File: src/rtl/carry_resolve_unit.sv
// carry_resolve_unit
//   Resolves a half-adder Sum/Carry vector pair into a full WIDTH-bit sum by
//   iterating S <= S ^ (C<<1), C <= S & (C<<1) until no carries remain.
//   Handshake: a transfer happens on a rising edge where valid && ready are
//   both high. in_ready is high only in IDLE; out_valid is high only in DONE.
//   Both are decoded from the registered state.
//   Optional feature macro: CARRY_RESOLVE_ITER_COUNT_EN. When it is defined,
//   iter_count reports the number of propagation iterations. When it is
//   undefined, iter_count is tied to 0.
module carry_resolve_unit #(
  parameter int WIDTH = 32,
  parameter int CNT_W = $clog2(WIDTH + 1)
) (
  input  logic             clk,
  input  logic             rst,
  input  logic             in_valid,
  output logic             in_ready,
  input  logic [WIDTH-1:0] in_sum,
  input  logic [WIDTH-1:0] in_carry,
  output logic             out_valid,
  input  logic             out_ready,
  output logic [WIDTH-1:0] result,
  output logic             carry_out,
  output logic [CNT_W-1:0] iter_count
);

  typedef enum logic [1:0] {
    IDLE = 2'd0,
    ITER = 2'd1,
    DONE = 2'd2
  } state_t;

  state_t           state_q;
  logic [WIDTH-1:0] s_q, c_q;
  logic             cout_q;
  logic [WIDTH-1:0] result_q;
  logic             carry_out_q;

  logic [WIDTH-1:0] sh_d;
  logic [WIDTH-1:0] s_d, c_d;
  logic             cout_d;

  // One propagation step: shift the carries up, fold them into the sum,
  // and remember any carry shifted out of the top bit.
  always_comb begin
    sh_d   = {c_q[WIDTH-2:0], 1'b0};
    s_d    = s_q ^ sh_d;
    c_d    = s_q & sh_d;
    cout_d = cout_q | c_q[WIDTH-1];
  end

  // Control FSM with the datapath registers; results are latched on entry to DONE.
  always_ff @(posedge clk) begin
    if (rst) begin
      state_q     <= IDLE;
      s_q         <= '0;
      c_q         <= '0;
      cout_q      <= 1'b0;
      result_q    <= '0;
      carry_out_q <= 1'b0;
    end else begin
      case (state_q)
        IDLE: begin
          if (in_valid) begin
            s_q     <= in_sum;
            c_q     <= in_carry;
            cout_q  <= 1'b0;
            state_q <= ITER;
          end
        end
        ITER: begin
          if (c_q == '0) begin
            result_q    <= s_q;
            carry_out_q <= cout_q;
            state_q     <= DONE;
          end else begin
            s_q    <= s_d;
            c_q    <= c_d;
            cout_q <= cout_d;
          end
        end
        DONE: begin
          if (out_ready) begin
            state_q <= IDLE;
          end
        end
        default: state_q <= IDLE;
      endcase
    end
  end

`ifdef CARRY_RESOLVE_ITER_COUNT_EN
  logic [CNT_W-1:0] cnt_q;
  logic [CNT_W-1:0] iter_count_q;

  // Iteration counter; its value is published when the FSM enters DONE and
  // held until the next accepted pair clears it.
  always_ff @(posedge clk) begin
    if (rst) begin
      cnt_q        <= '0;
      iter_count_q <= '0;
    end else begin
      case (state_q)
        IDLE: begin
          if (in_valid) begin
            cnt_q        <= '0;
            iter_count_q <= '0;
          end
        end
        ITER: begin
          if (c_q == '0) begin
            iter_count_q <= cnt_q;
          end else begin
            cnt_q <= cnt_q + CNT_W'(1);
          end
        end
        default: begin
        end
      endcase
    end
  end

  assign iter_count = iter_count_q;
`else
  assign iter_count = '0;
`endif

  assign in_ready  = (state_q == IDLE);
  assign out_valid = (state_q == DONE);
  assign result    = result_q;
  assign carry_out = carry_out_q;

endmodule

File: config.mk
export PLATFORM = sky130hd
export DESIGN_NAME = carry_resolve_unit
export DESIGN_NICKNAME = d
export VERILOG_FILES = /design/src/rtl/carry_resolve_unit.sv
export SDC_FILE = /design/constraint.sdc
export NUM_CORES = 1
export LEC_CHECK = 0
export ABC_AREA = 1
export CAP_MARGIN = 20
export CORE_ASPECT_RATIO = 2
export CORE_MARGIN = 1
export CORE_UTILIZATION = 35
export DETAILED_ROUTE_END_ITERATION = 10
export PLACE_DENSITY = 0.56
export SETUP_SLACK_MARGIN = 0.1
export SLEW_MARGIN = 20
export SYNTH_ARGS = -nofsm -noshare
export SYNTH_HDL_FRONTEND = slang
export SYNTH_SLANG_ARGS = --single-unit
File: constraint.sdc
create_clock -name clk -period 4.54 [get_ports clk]
set_input_delay 1.362 -clock clk [delete_from_list [all_inputs] [get_ports clk]]
set_output_delay 1.362 -clock clk [all_outputs]
set_load 0.05 [all_outputs]
---- Word-level counts from Yosys, hierarchy flattened ----
Cells that the tools add are included.
word-level totals
  word-level logic and storage cells ...... 34
  output and inout bits ................... 41
  bits of input ports ..................... 68
  register bits ........................... 100
cells by class
  equal/unequal tests ..................... 6
  muxes and demuxes ....................... 13
  reductions and logical operators ........ 6
  bitwise gates (word level) .............. 3
operators with widths
  operator            count
  $mux 32             4
  $pmux 32 s2         2
  $and 32x32->32      1
  $logic_not 32->1    1
  $xor 32x32->32      1
  $mux 2              3
  $ne 2x2->1 const B  3
  $pmux 2 s3          1
  $reduce_and 3->1    2
  $eq 2x1->1 const B  1
  $eq 2x2->1 const B  1
  $logic_not 2->1     1
  $mux 1              2
  $ne 2x1->1 const B  1
  $pmux 1 s2          1
  $reduce_and 2->1    1
  $reduce_bool 2->1   1
  $or 1x1->1          1

---- Longest topological paths before layout ----
Gate-level depths: netlist of run 1.
  depth in word-level cells ............... 3
  depth in mapped cells ................... 11

---- Worst setup path before layout of run 1 ----
No wires, ideal clock.
  kind .................................... reg-to-output
  start point ............................. reg state_q[1]
  end point ............................... out out_valid
  stages on the path, launching flop included .. 3
  arrival time ............................ 1.109 ns
  buffers on the path ..................... 0
  setup slack ............................. 2.069 ns
  cell sequence ........................... dfxtp_1 -> inv_1 -> nor2_1
between the ends
  word-level cells in the longest chain between the ends .. 1
RTL lines
  what                      line  text
  start: declaration        33    state_t state_q;
  start signal: assignment  55    state_q <= IDLE;
  start signal: assignment  68    state_q <= ITER;
  start signal: assignment  75    state_q <= DONE;
  $eq 2x2->1                129   assign out_valid = (state_q == DONE);
  end: declaration          20    output logic out_valid,
Every way passes these cells.

---- Worst setup path in the final report of run 1 ----
Same ends and word-level chain as after synthesis.

==> reports/metrics.sh, run 1 <==
DETAILEDROUTE.FIRSTITERATIONVIOLATIONS=272
SYN-INSTANCE-COUNT=788
TIMING.MAX_SLEW.REL_SLACK_PCT=40.6
MET1_LENGTH_MM=5.82
POWER.IR.VDD_WORST_uV=179
TOTALWIRELENGTH_MM=14.8
SETUP_WS_NS=1.39
CRITPATHTOPFAMILY='buffers and inverters'
DIE_W_MICRONS=89.4
TIMING.CRITICAL_PATH.REQUIRED_NS=3.18
NETLIST.TOP_CELL.BY_AREA='sky130_fd_sc_hd__dfxtp_1'
MULTI_INPUT_COMB_AREA_SQ_MM=0.00304
DRC=0
YS_SEQ_ELEMENTS=100
LARGEST_NET_DEGREE_AT_THE_START_OF_GLOBAL_ROUTING=78
POWER.SHARE.COMBINATIONAL_PCT=18.3
WORST_SETUP_PATH_END_KIND='output port'
CLOCK_PATH_BUFFERS=2
CLKLATENCYLATEPIN_NS=0.35
POWER_LEAKAGE_uW=0.00301
SETUP_TNS_NS=0
DPL_CELL_AREA_SQ_MM=0.00639
FINAL_WORST_PATH_PERIOD_NEED_NS=3.15
CORE_SQ_MM=0.0149
ROUTE.DETAILED.VIAS_PER_INST=4.91
CLOCK_SINKS=100
CRITICAL_PATH.N_BUFFERS_INVERTERS=2
DETAIL-ROUTE-ANTENNA-NETS=0
FINALNETCOUNT=946
CRITICAL-PATH-SLOWEST-CELL='sky130_fd_sc_hd__clkdlybuf4s50_1'
DP.CELLS=1031
CLOCK_POWER_SHARE_PCT=36.4
NUMBER_OF_MAX_SLEW_VIOLATIONS_IN_THE_FINAL_REPORT=0
FINAL-INSTANCE-COUNT-EXCL-FILL=1047
AREA_DELTA_SYNTH_FINAL_PCT=25.2
LAYOUT_WORST_PATH_CYCLE_SHARE_PCT=69.5
PLACE_HPWL_MM=9.78
SYN_AREA_PER_CELL_SQ_UM=6.79
ROUTED-WL-MET2_MM=8.25
POST_SYNTHESIS_INSTANCE_AREA_SQ_MM=0.00535
DESIGN.PORTCOUNT=109
CRIT_PATH_CELL_TRACE='inv_1 > nor2_1 > clkdlybuf4s50_1'
SEQCELLAREA_SQ_MM=0.00200
PLACER_S_FINAL_ROUTABILITY_CONGESTION_ESTIMATE=0.748
CTS_TREE='yes'
IO_BUFFER_COUNT=102
NET-SWITCHING-POWER_uW=619
DRTPASS1ITERATIONS=5
SETUP_VIOLATIONS=0
CTS.REPORTEDPATHS.CLKPINSLEW_NS=0.07
ANTENNADIODECOUNT=0
FILL_CELLS=1516
VIA_COUNT_OF_THE_FIRST_GLOBAL_ROUTING_PASS=4900
YOSYS.CELL_TYPES.COUNT=19
POWER_PER_CELL_AREA_mW_PER_MM2=325
GRT_SETUP_UNREPAIRED='no'
POST_SYNTHESIS_SEQUENTIAL_AREA_RATIO_PCT=37.4
MAX_CAP_VIOL_COUNT=0
INITIAL_UTILIZATION_PCT=35.9
DR.MAX_LAYER_USED='met4'
GRT_FIRST_PASS_WIRELENGTH_MM=23.5
MAXCLOCKFREQUENCY_MHz=317
POWER_SWITCHING_SHARE_PCT=28.5
GLOBAL_ROUTE.OVERFLOW_TOTAL=0
DIE_HEIGHT_MICRONS=177
POST-PLACE-WS_NS=1.34
DR_WL_MET3_MICRONS=353
SKEW_NS=0.0120
WORST_SLEW_PIN_SLEW_NS=0.890
CTS_ROOT_CELL='sky130_fd_sc_hd__clkbuf_16'
POST_CTS.REPAIR.SETUP_BUFFERS=0
SEQPWRFRAC_PCT=45.3
WORST-SETUP-PATH-TYPE='flop to output port'
MAX_STAGE_DELAY_NS=0.82
OUTCOME='finished clean'
GRT_ANTENNA_BEFORE_REPAIR=0
INTERNAL_POWER_uW=1550
CTS-BUFFERS-INSERTED=9
CP_DATA_ARRIVAL_TIME_NS=1.79
CTSHTREEMAXLEVEL=3
FINAL_CORE_UTIL_PCT=44.9
FINAL_HOLD_VIOL_COUNT=0
POST-SYNTH-TOP-AREA-FRACTION_PCT=37.4
FINAL_LAYOUT_SIZE_SUFFIX_GT1_SHARE_PCT=3.52
POSTCTSHOLDBUFS=0
SYNTH.TOP_CELLS.BY_AREA='sky130_fd_sc_hd__dfxtp_1 37%, sky130_fd_sc_hd__nand2_1 21%, sky130_fd_sc_hd__a21oi_1 9.3%'
ROW_COUNT=63
DETAILROUTE.VIA_COUNT=5142
ROUTED_WIRE_LENGTH_PER_INSTANCE_MICRONS=14.1
FINISHED_LAYOUT_CELL_AREA_SQ_MM=0.00669
CRITPATHMAXFANOUT=3
DIEAREA_SQ_MM=0.0158
YS.WARNINGS.COUNT=0
HOLD_PATH.CLASS='flop to flop'
GRT.TOTAL_USAGE_PCT=19.2
STARTPOINT_TYPE='flop'
CTS-RESIZED-GATES=0
==> path summary, 6_finish.rpt <==
kind	from	endpoint	slack (ns)	cells past startpoint
setup / recovery	state_q[1]	out_valid	1.39	3
hold / removal	result[6]	result[6]	0.46	2
setup reg to reg	state_q[0]	c_q[15]	1.48	8
hold reg to reg	result[6]	result[6]	0.46	2
==> cell families (layout without fill, tap and decap cells) <==
group	after synthesis	after routing	synth area share [%]
flops	100	100	37.4
buf+inv	73	132	6.39
simple gates	481	481	39.3
fa+ha+maj	31	31	7.25
compound gates	102	102	9.59
other cells	1	6	0.0701
==> power groups by stage <==
stage                     sequential (uW)  combinational (uW)  clock [uW]
after floorplan                       988                 280           0
after global placement               1000                 390           0
after detailed placement             1010                 399           0
after CTS                             985                 402         805
after global routing                  992                 456         847
final                                 985                 397         792
==> per-layer routing <==
metal,global-route usage (%),vias up
li1,-,2656
met1,20.8,2365
met2,36.4,99
met3,2.38,22
met4,7.54,0
met5,0,-
==> worst min-delay path, stage by stage (launching register included) <==
cell                      delay (ns)
sky130_fd_sc_hd__dfxtp_1        0.31
sky130_fd_sc_hd__nand2_1        0.06
sky130_fd_sc_hd__a21oi_1        0.05
==> synthesized netlist by cell type <==
| cell | number |
|---|---|
| sky130_fd_sc_hd__a21oi_1 | 99 |
| sky130_fd_sc_hd__buf_1 | 10 |
| sky130_fd_sc_hd__buf_2 | 21 |
| sky130_fd_sc_hd__buf_4 | 7 |
| sky130_fd_sc_hd__buf_6 | 2 |
| sky130_fd_sc_hd__clkbuf_1 | 26 |
| sky130_fd_sc_hd__conb_1 | 1 |
| sky130_fd_sc_hd__dfxtp_1 | 100 |
| sky130_fd_sc_hd__ha_1 | 31 |
| sky130_fd_sc_hd__inv_1 | 5 |
| sky130_fd_sc_hd__inv_2 | 2 |
| sky130_fd_sc_hd__nand2_1 | 295 |
| sky130_fd_sc_hd__nand2_2 | 1 |
| sky130_fd_sc_hd__nand3_1 | 35 |
| sky130_fd_sc_hd__nand3b_1 | 62 |
| sky130_fd_sc_hd__nor2_1 | 86 |
| sky130_fd_sc_hd__nor2_4 | 2 |
| sky130_fd_sc_hd__o21a_1 | 1 |
| sky130_fd_sc_hd__o21ai_0 | 2 |
==> sequential cells by signal, indices dropped and copies added, names as in the netlist <==
signal / count
c_q: 32
result: 32
cout_q: 1
s_q: 32
state_q: 2
carry_out: 1
==> stage by stage <==
step                hold WS, ns  total power [uW]
floorplan                 0.426              1270
global placement          0.439              1390
detailed placement        0.450              1400
CTS                       0.461              2190
global route              0.480              2300
finish                    0.461              2170
==> cell type report <==
type	count	area share (%)
Multi-Input combinational cell	620	45.4
Sequential cell	100	29.9
Timing Repair Buffer	109	16.2
Tap cell	195	3.65
Clock buffer	10	3.57
Clock inverter	6	0.953
Inverter	7	0.411
==> placed cells by master (no fill, tap or decap) <==
cell,count
sky130_fd_sc_hd__a21oi_1,99
sky130_fd_sc_hd__buf_12,1
sky130_fd_sc_hd__buf_2,1
sky130_fd_sc_hd__buf_4,6
sky130_fd_sc_hd__bufinv_16,1
sky130_fd_sc_hd__clkbuf_16,9
sky130_fd_sc_hd__clkbuf_8,1
sky130_fd_sc_hd__clkdlybuf4s50_1,101
sky130_fd_sc_hd__clkinv_2,3
sky130_fd_sc_hd__clkinv_4,1
sky130_fd_sc_hd__clkinvlp_4,2
sky130_fd_sc_hd__conb_1,6
sky130_fd_sc_hd__dfxtp_1,100
sky130_fd_sc_hd__ha_1,31
sky130_fd_sc_hd__inv_1,5
sky130_fd_sc_hd__inv_2,1
sky130_fd_sc_hd__nand2_1,295
sky130_fd_sc_hd__nand2_4,1
sky130_fd_sc_hd__nand3_1,35
sky130_fd_sc_hd__nand3b_1,62
sky130_fd_sc_hd__nor2_1,86
sky130_fd_sc_hd__nor2_4,2
sky130_fd_sc_hd__o21a_4,1
sky130_fd_sc_hd__o21ai_0,2
Power figures use the tool's default switching activity.
==> run 2: changes to the inputs <==
--- a/config.mk
+++ b/config.mk
@@ -11,7 +11,7 @@
 export CORE_MARGIN = 1
 export CORE_UTILIZATION = 35
 export DETAILED_ROUTE_END_ITERATION = 10
-export PLACE_DENSITY = 0.56
+export PLACE_DENSITY = 0.58
 export SETUP_SLACK_MARGIN = 0.1
 export SLEW_MARGIN = 20
 export SYNTH_ARGS = -nofsm -noshare
==> constraint.sdc (replaced) <==
create_clock -name clk -period 2.6 [get_ports clk]
set_input_delay 0.78 -clock clk [delete_from_list [all_inputs] [get_ports clk]]
set_output_delay 0.78 -clock clk [all_outputs]
set_load 0.05 [all_outputs]
==> run 2 against run 1 <==
Against the previous run:
- sequential share of layout area fell by 0.34 points
- first-iteration DRC count shrank 32%
- critical path depth shrank 2
- sequential power up 75%
- hold slack lost 0.0046 ns
- final cell count is 0.19% higher
- die area did not move
- clock power rose by 74%
==> reports/metrics.sh, run 2 (synthesized netlist as in run 1, its figures left out) <==
GRT.TOTAL_USAGE_PCT=19.2  # about the same
ROW_COUNT=63  # unchanged
CRITPATHMAXFANOUT=2  # was 3
CLOCK_SINKS=100  # unchanged
MAX_CAP_VIOL_COUNT=0  # unchanged
CP_DATA_ARRIVAL_TIME_NS=1.51  # was 1.79 ns
DIE_W_MICRONS=89.4  # unchanged
CRIT_PATH_CELL_TRACE='clkdlybuf4s50_1'  # was inv_1 > nor2_1 > clkdlybuf4s50_1
TOTALWIRELENGTH_MM=14.4  # was 14.8 mm
STARTPOINT_TYPE='flop'  # unchanged
CTS-BUFFERS-INSERTED=9  # unchanged
R2R_START='state_q[0]'  # unchanged
CTS.REPORTEDPATHS.CLKPINSLEW_NS=0.07  # about the same
PLACER_S_FINAL_ROUTABILITY_CONGESTION_ESTIMATE=0.741  # was 0.748
CTS-RESIZED-GATES=0  # unchanged
INITIAL_UTILIZATION_PCT=35.9  # unchanged
OUTCOME='finished clean'  # unchanged
CLOCK_PATH_BUFFERS=2  # unchanged
PLACE_HPWL_MM=9.31  # was 9.78 mm
TIMING.CRITICAL_PATH.REQUIRED_NS=1.82  # was 3.18 ns
GRT_ANTENNA_BEFORE_REPAIR=0  # unchanged
ROUTE.DETAILED.VIAS_PER_INST=4.84  # was 4.91
CRITPATHTOPFAMILY='buffers and inverters'  # unchanged
DETAILEDROUTE.FIRSTITERATIONVIOLATIONS=186  # was 272
DIEAREA_SQ_MM=0.0158  # unchanged
AREA_DELTA_SYNTH_FINAL_PCT=26.6  # was 25.2%
WORST_SETUP_PATH_END_KIND='output port'  # unchanged
ROUTED_WIRE_LENGTH_PER_INSTANCE_MICRONS=13.8  # was 14.1 microns
WORST_SLEW_PIN_SLEW_NS=0.871  # was 0.890 ns
CRITICAL-PATH-SLOWEST-CELL='sky130_fd_sc_hd__clkdlybuf4s50_1'  # unchanged
MAXCLOCKFREQUENCY_MHz=436
POWER_LEAKAGE_uW=0.00305  # was 0.00301 uW
FINAL_LAYOUT_SIZE_SUFFIX_GT1_SHARE_PCT=3.86  # was 3.52%
FINAL.HOLD.WORST_SLACK_NS=0.456  # was 0.461 ns
NUMBER_OF_MAX_SLEW_VIOLATIONS_IN_THE_FINAL_REPORT=0  # unchanged
GRT_FIRST_PASS_WIRELENGTH_MM=23.4  # was 23.5 mm
IO_BUFFER_COUNT=102  # unchanged
VIA_COUNT_OF_THE_FIRST_GLOBAL_ROUTING_PASS=4860  # was 4900
LARGEST_NET_DEGREE_AT_THE_START_OF_GLOBAL_ROUTING=98  # was 78
POWER.IR.VDD_WORST_uV=313  # was 179 uV
FINAL_WORST_PATH_PERIOD_NEED_NS=2.29
DETAIL-ROUTE-ANTENNA-NETS=0  # unchanged
FINAL_HOLD_VIOL_COUNT=0  # unchanged
MAX_STAGE_DELAY_NS=0.81  # was 0.82 ns
SKEW_NS=0.00688  # was 0.0120 ns
ANTENNADIODECOUNT=0  # unchanged
WORST_MIN_DELAY_PATH_STARTPOINT='cout_q'  # was result[6]
CTS_TREE='yes'  # unchanged
CLKLATENCYLATEPIN_NS=0.35  # about the same
POSTCTSHOLDBUFS=0  # unchanged
POST_CTS.REPAIR.SETUP_BUFFERS=0  # unchanged
LAYOUT_WORST_PATH_CYCLE_SHARE_PCT=88.2
TIMING.MAX_SLEW.REL_SLACK_PCT=41.9  # was 40.6%
DRC=0  # unchanged
SETUP_TNS_NS=0  # unchanged
CORE_SQ_MM=0.0149  # unchanged
CRITICAL_PATH.N_BUFFERS_INVERTERS=1  # was 2
SETUP_VIOLATIONS=0  # unchanged
DETAILROUTE.VIA_COUNT=5082  # was 5142
POWER_PER_CELL_AREA_mW_PER_MM2=562  # was 325 mW/mm^2
WORST-SETUP-PATH-TYPE='flop to output port'  # unchanged
HOLD_PATH.CLASS='flop to flop'  # unchanged
DRTPASS1ITERATIONS=4  # was 5
GLOBAL_ROUTE.OVERFLOW_TOTAL=0  # unchanged
GRT_SETUP_UNREPAIRED='no'  # unchanged
FILL_CELLS=1572  # was 1516
FINAL_COMMON_CELL='sky130_fd_sc_hd__nand2_1'  # unchanged
CTS_ROOT_CELL='sky130_fd_sc_hd__clkbuf_16'  # unchanged
MOST-COMMON-LAYOUT-CELLS='295 x sky130_fd_sc_hd__nand2_1, 100 x sky130_fd_sc_hd__dfxtp_1, 99 x sky130_fd_sc_hd__a21oi_1, 99 x sky130_fd_sc_hd__clkdlybuf4s50_1, 86 x sky130_fd_sc_hd__nor2_1'  # was 295 x sky130_fd_sc_hd__nand2_1, 101 x sky130_fd_sc_hd__clkdlybuf4s50_1, 100 x sky130_fd_sc_hd__dfxtp_1, 99 x sky130_fd_sc_hd__a21oi_1, 86 x sky130_fd_sc_hd__nor2_1
WORSTSETUPSTARTPOINT='result[31]'  # was state_q[1]
DESIGN.PORTCOUNT=109  # unchanged
DIE_HEIGHT_MICRONS=177  # unchanged
CTSHTREEMAXLEVEL=3  # unchanged
FINALNETCOUNT=948  # was 946
-- run 2: layout make-up --
class                           instances  area [sq um]  area share, %
Multi-Input combinational cell        620          3040           44.8
Sequential cell                       100          2000           29.6
Timing Repair Buffer                  111          1160           17.1
Tap cell                              195           244           3.60
Clock buffer                           10           239           3.53
Clock inverter                          6          63.8          0.943
Inverter                                7          27.5          0.407
-- run 2: metrics by stage --
step / power [uW] / setup WS (ns) / cell area, sq um / instances / util [%]
floorplan: 2210 / 0.711 / 5370 / 793 / -
detailed placement: 2460 / 0.378 / 6460 / 1033 / 43.4
CTS: 3850 / 0.102 / 6770 / 1049 / 45.4
global route: 4020 / 0.221 / 6770 / 1049 / 45.4
finish: 3800 / 0.308 / 6770 / 1049 / 45.4
global placement: 2460 / 0.394 / 6460 / 1033 / 43.4
-- run 2: routing by layer --
layer / up-vias / track usage, % / share of wire (%)
met4: 0 / 7.67 / 2.6
met5: - / 0 / 0
met1: 2316 / 21.3 / 41
met2: 84 / 35.5 / 54
met3: 24 / 2.47 / 2.4
li1: 2658 / - / -
-- run 2: worst paths after layout --
check	slack [ns]	to	depth (start not counted)
setup / recovery	0.31	result[31]	1
hold / removal	0.46	cout_q	2
setup reg to reg	0.46	c_q[15]	8
hold reg to reg	0.46	cout_q	2
-- run 2: power by group --
| group | switching, uW | internal, uW |
|---|---|---|
| Combinational | 377 | 322 |
| Clock | 612 | 771 |
| Sequential | 87.9 | 1630 |
| Total | 1080 | 2720 |
==> run 3: changes to the inputs <==
--- a/config.mk
+++ b/config.mk
@@ -9,9 +9,9 @@
 export CAP_MARGIN = 20
 export CORE_ASPECT_RATIO = 2
 export CORE_MARGIN = 1
-export CORE_UTILIZATION = 35
+export CORE_UTILIZATION = 47
 export DETAILED_ROUTE_END_ITERATION = 10
-export PLACE_DENSITY = 0.58
+export PLACE_DENSITY = 0.75
 export SETUP_SLACK_MARGIN = 0.1
 export SLEW_MARGIN = 20
 export SYNTH_ARGS = -nofsm -noshare
==> run 3 against run 2 <==
Against the previous run:
- clock-buffer cell count stayed put
- die area down 25%
- combinational power increased by 1%
- wire length is 5.0% lower
- sequential share of layout area rose by 0.43 points
- register-to-register slack improved by 0.10 ns
- critical endpoint is now result[16]
==> reports/metrics.sh, run 3 (synthesized netlist as in run 1, its figures left out) <==
OUTCOME='finished clean'  # unchanged
DETAILROUTE.VIA_COUNT=5246  # was 5082
DR_WL_MET3_MICRONS=412  # was 350 microns
IO_BUFFER_COUNT=102  # unchanged
DETAIL-ROUTE-ANTENNA-NETS=0  # unchanged
CRITICAL_PATH_CELL_COUNT=1  # unchanged
DIEAREA_SQ_MM=0.0118  # was 0.0158 sq mm
CTS_ROOT_CELL='sky130_fd_sc_hd__clkbuf_16'  # unchanged
DRTPASS1ITERATIONS=4  # unchanged
POWER_PER_CELL_AREA_mW_PER_MM2=564  # was 562 mW/mm^2
FINAL_WORST_PATH_PERIOD_NEED_NS=2.29  # about the same
CRITICAL-PATH-SLOWEST-CELL='sky130_fd_sc_hd__clkdlybuf4s50_1'  # unchanged
CLOCK_SINKS=100  # unchanged
TOTALWIRELENGTH_MM=13.7  # was 14.4 mm
CRIT_PATH_END='result[16]'  # was result[31]
TIMING.CRITICAL_PATH.REQUIRED_NS=1.82  # about the same
PLACER_S_FINAL_ROUTABILITY_CONGESTION_ESTIMATE=0.813  # was 0.741
CLKLATENCYLATEPIN_NS=0.34  # was 0.35 ns
TIMING.MAX_SLEW.REL_SLACK_PCT=34.9  # was 41.9%
FINAL-INSTANCE-COUNT-EXCL-FILL=995  # was 1049
MAXCLOCKFREQUENCY_MHz=437  # was 436 MHz
ROUTE.DETAILED.VIAS_PER_INST=5.27  # was 4.84
TIMING.RR.END='c_q[5]'  # was c_q[15]
MOST-COMMON-LAYOUT-CELLS='295 x sky130_fd_sc_hd__nand2_1, 100 x sky130_fd_sc_hd__dfxtp_1, 99 x sky130_fd_sc_hd__a21oi_1, 99 x sky130_fd_sc_hd__clkdlybuf4s50_1, 86 x sky130_fd_sc_hd__nor2_1'  # unchanged
STARTPOINT_TYPE='flop'  # unchanged
GRT_SETUP_UNREPAIRED='no'  # unchanged
POWER.IR.VDD_WORST_uV=393  # was 313 uV
DETAILEDROUTE.FIRSTITERATIONVIOLATIONS=298  # was 186
DP.CELLS=979  # was 1033
MAX_STAGE_DELAY_NS=0.81  # about the same
WORSTSETUPSTARTPOINT='result[16]'  # was result[31]
CTS-BUFFERS-INSERTED=9  # unchanged
SETUP_VIOLATIONS=0  # unchanged
FINAL_LAYOUT_SIZE_SUFFIX_GT1_SHARE_PCT=3.86  # about the same
WORST-SETUP-PATH-TYPE='flop to output port'  # unchanged
VIA_COUNT_OF_THE_FIRST_GLOBAL_ROUTING_PASS=4966  # was 4860
WORST_SLEW_PIN_SLEW_NS=0.976  # was 0.871 ns
DESIGN.PORTCOUNT=109  # unchanged
GLOBAL_ROUTE.OVERFLOW_TOTAL=0  # unchanged
PLACE_HPWL_MM=9.09  # was 9.31 mm
CTS-RESIZED-GATES=0  # unchanged
REG2REGPATHDEPTH=10  # was 8
POWER_LEAKAGE_uW=0.00303  # was 0.00305 uW
CP_DATA_ARRIVAL_TIME_NS=1.51  # about the same
MAX_CAP_VIOL_COUNT=0  # unchanged
GRT_FIRST_PASS_WIRELENGTH_MM=22.9  # was 23.4 mm
LARGEST_NET_DEGREE_AT_THE_START_OF_GLOBAL_ROUTING=99  # was 98
CRITPATHTOPFAMILY='buffers and inverters'  # unchanged
DIE_HEIGHT_MICRONS=153  # was 177 microns
CORE_SQ_MM=0.0110  # was 0.0149 sq mm
FINAL.HOLD.WORST_SLACK_NS=0.448  # was 0.456 ns
CTS.REPORTEDPATHS.CLKPINSLEW_NS=0.07  # about the same
ANTENNADIODECOUNT=0  # unchanged
SETUP_TNS_NS=0  # unchanged
LAYOUT_WORST_PATH_CYCLE_SHARE_PCT=88.0  # was 88.2%
CTSHTREEMAXLEVEL=3  # unchanged
MET1_LENGTH_MM=5.25  # was 5.87 mm
ROUTED-WL-MET2_MM=7.57  # was 7.86 mm
POST_CTS.REPAIR.SETUP_BUFFERS=0  # unchanged
ROUTED_WIRE_LENGTH_PER_INSTANCE_MICRONS=13.8  # about the same
FINALNETCOUNT=949  # was 948
DR.MAX_LAYER_USED='met4'  # unchanged
NUMBER_OF_MAX_SLEW_VIOLATIONS_IN_THE_FINAL_REPORT=0  # unchanged
FINAL_HOLD_VIOL_COUNT=0  # unchanged
GRT.TOTAL_USAGE_PCT=24.0  # was 19.2%
CRIT_PATH_CELL_TRACE='clkdlybuf4s50_1'  # unchanged
WORST_SETUP_PATH_END_KIND='output port'  # unchanged
FINAL_COMMON_CELL='sky130_fd_sc_hd__nand2_1'  # unchanged
CRITICAL_PATH.N_BUFFERS_INVERTERS=1  # unchanged
CTS_TREE='yes'  # unchanged
POSTCTSHOLDBUFS=0  # unchanged
INITIAL_UTILIZATION_PCT=48.6  # was 35.9%
AREA_DELTA_SYNTH_FINAL_PCT=24.8  # was 26.6%
DIE_W_MICRONS=77.4  # was 89.4 microns
DRC=0  # unchanged
GRT_ANTENNA_BEFORE_REPAIR=0  # unchanged
CRITPATHMAXFANOUT=2  # unchanged
WORST_MIN_DELAY_PATH_STARTPOINT='cout_q'  # unchanged
SKEW_NS=0.00674  # was 0.00688 ns
REGTOREGSETUPSLACK_NS=0.56  # was 0.46 ns
HOLD_PATH.CLASS='flop to flop'  # unchanged
R2R_START='c_q[9]'  # was state_q[0]
ROW_COUNT=54  # was 63
CLOCK_PATH_BUFFERS=2  # unchanged
==> run 3: tightest hold or removal path, delay by kind of cell (launching register included) <==
family,cells,cell delay [ns]
AO/OA/AOI/OAI,1,0.05
flip-flops,1,0.31
buffers and inverters,1,0.05
==> run 3: final cells by class <==
type                       count  area, sq um
sequential                   100         2000
inverter                       7         26.3
multi-input combinational    620         3040
tap                          140          175
clock inverter                 6         65.1
clock buffer                  10          229
timing repair buffer         112         1140
fill                        1039         4340
==> run 3: power by group <==
group	switching (uW)	total, uW	internal (uW)
sequential	88.5	1720	1630
clock	594	1340	745
combinational	383	706	323
total	1070	3770	2700
==> run 3: how the worst min path moves through the flow <==
stage	end	slack, ns	cells after the start
global route	cout_q	0.47	2
finish	cout_q	0.45	2
CTS	cout_q	0.45	2
global placement	cout_q	0.44	2
floorplan	cout_q	0.43	2
detailed placement	cout_q	0.44	2
==> run 3: metrics by stage <==
stage                     util, %  total power, uW  instance area (sq um)  worst slack [ns]
after floorplan                 -             2210                   5370             0.711
after global placement       57.9             2430                   6380             0.346
after detailed placement     57.9             2460                   6380             0.315
after CTS                    60.6             3790                   6670             0.129
after global routing         60.6             3960                   6670             0.272
final                        60.6             3770                   6670             0.312
==> run 3: per-layer routing <==
layer	track usage, %	vias up
met2	45.1	121
met1	25.6	2435
li1	-	2655
met5	0	-
met4	11.9	0
met3	2.93	35
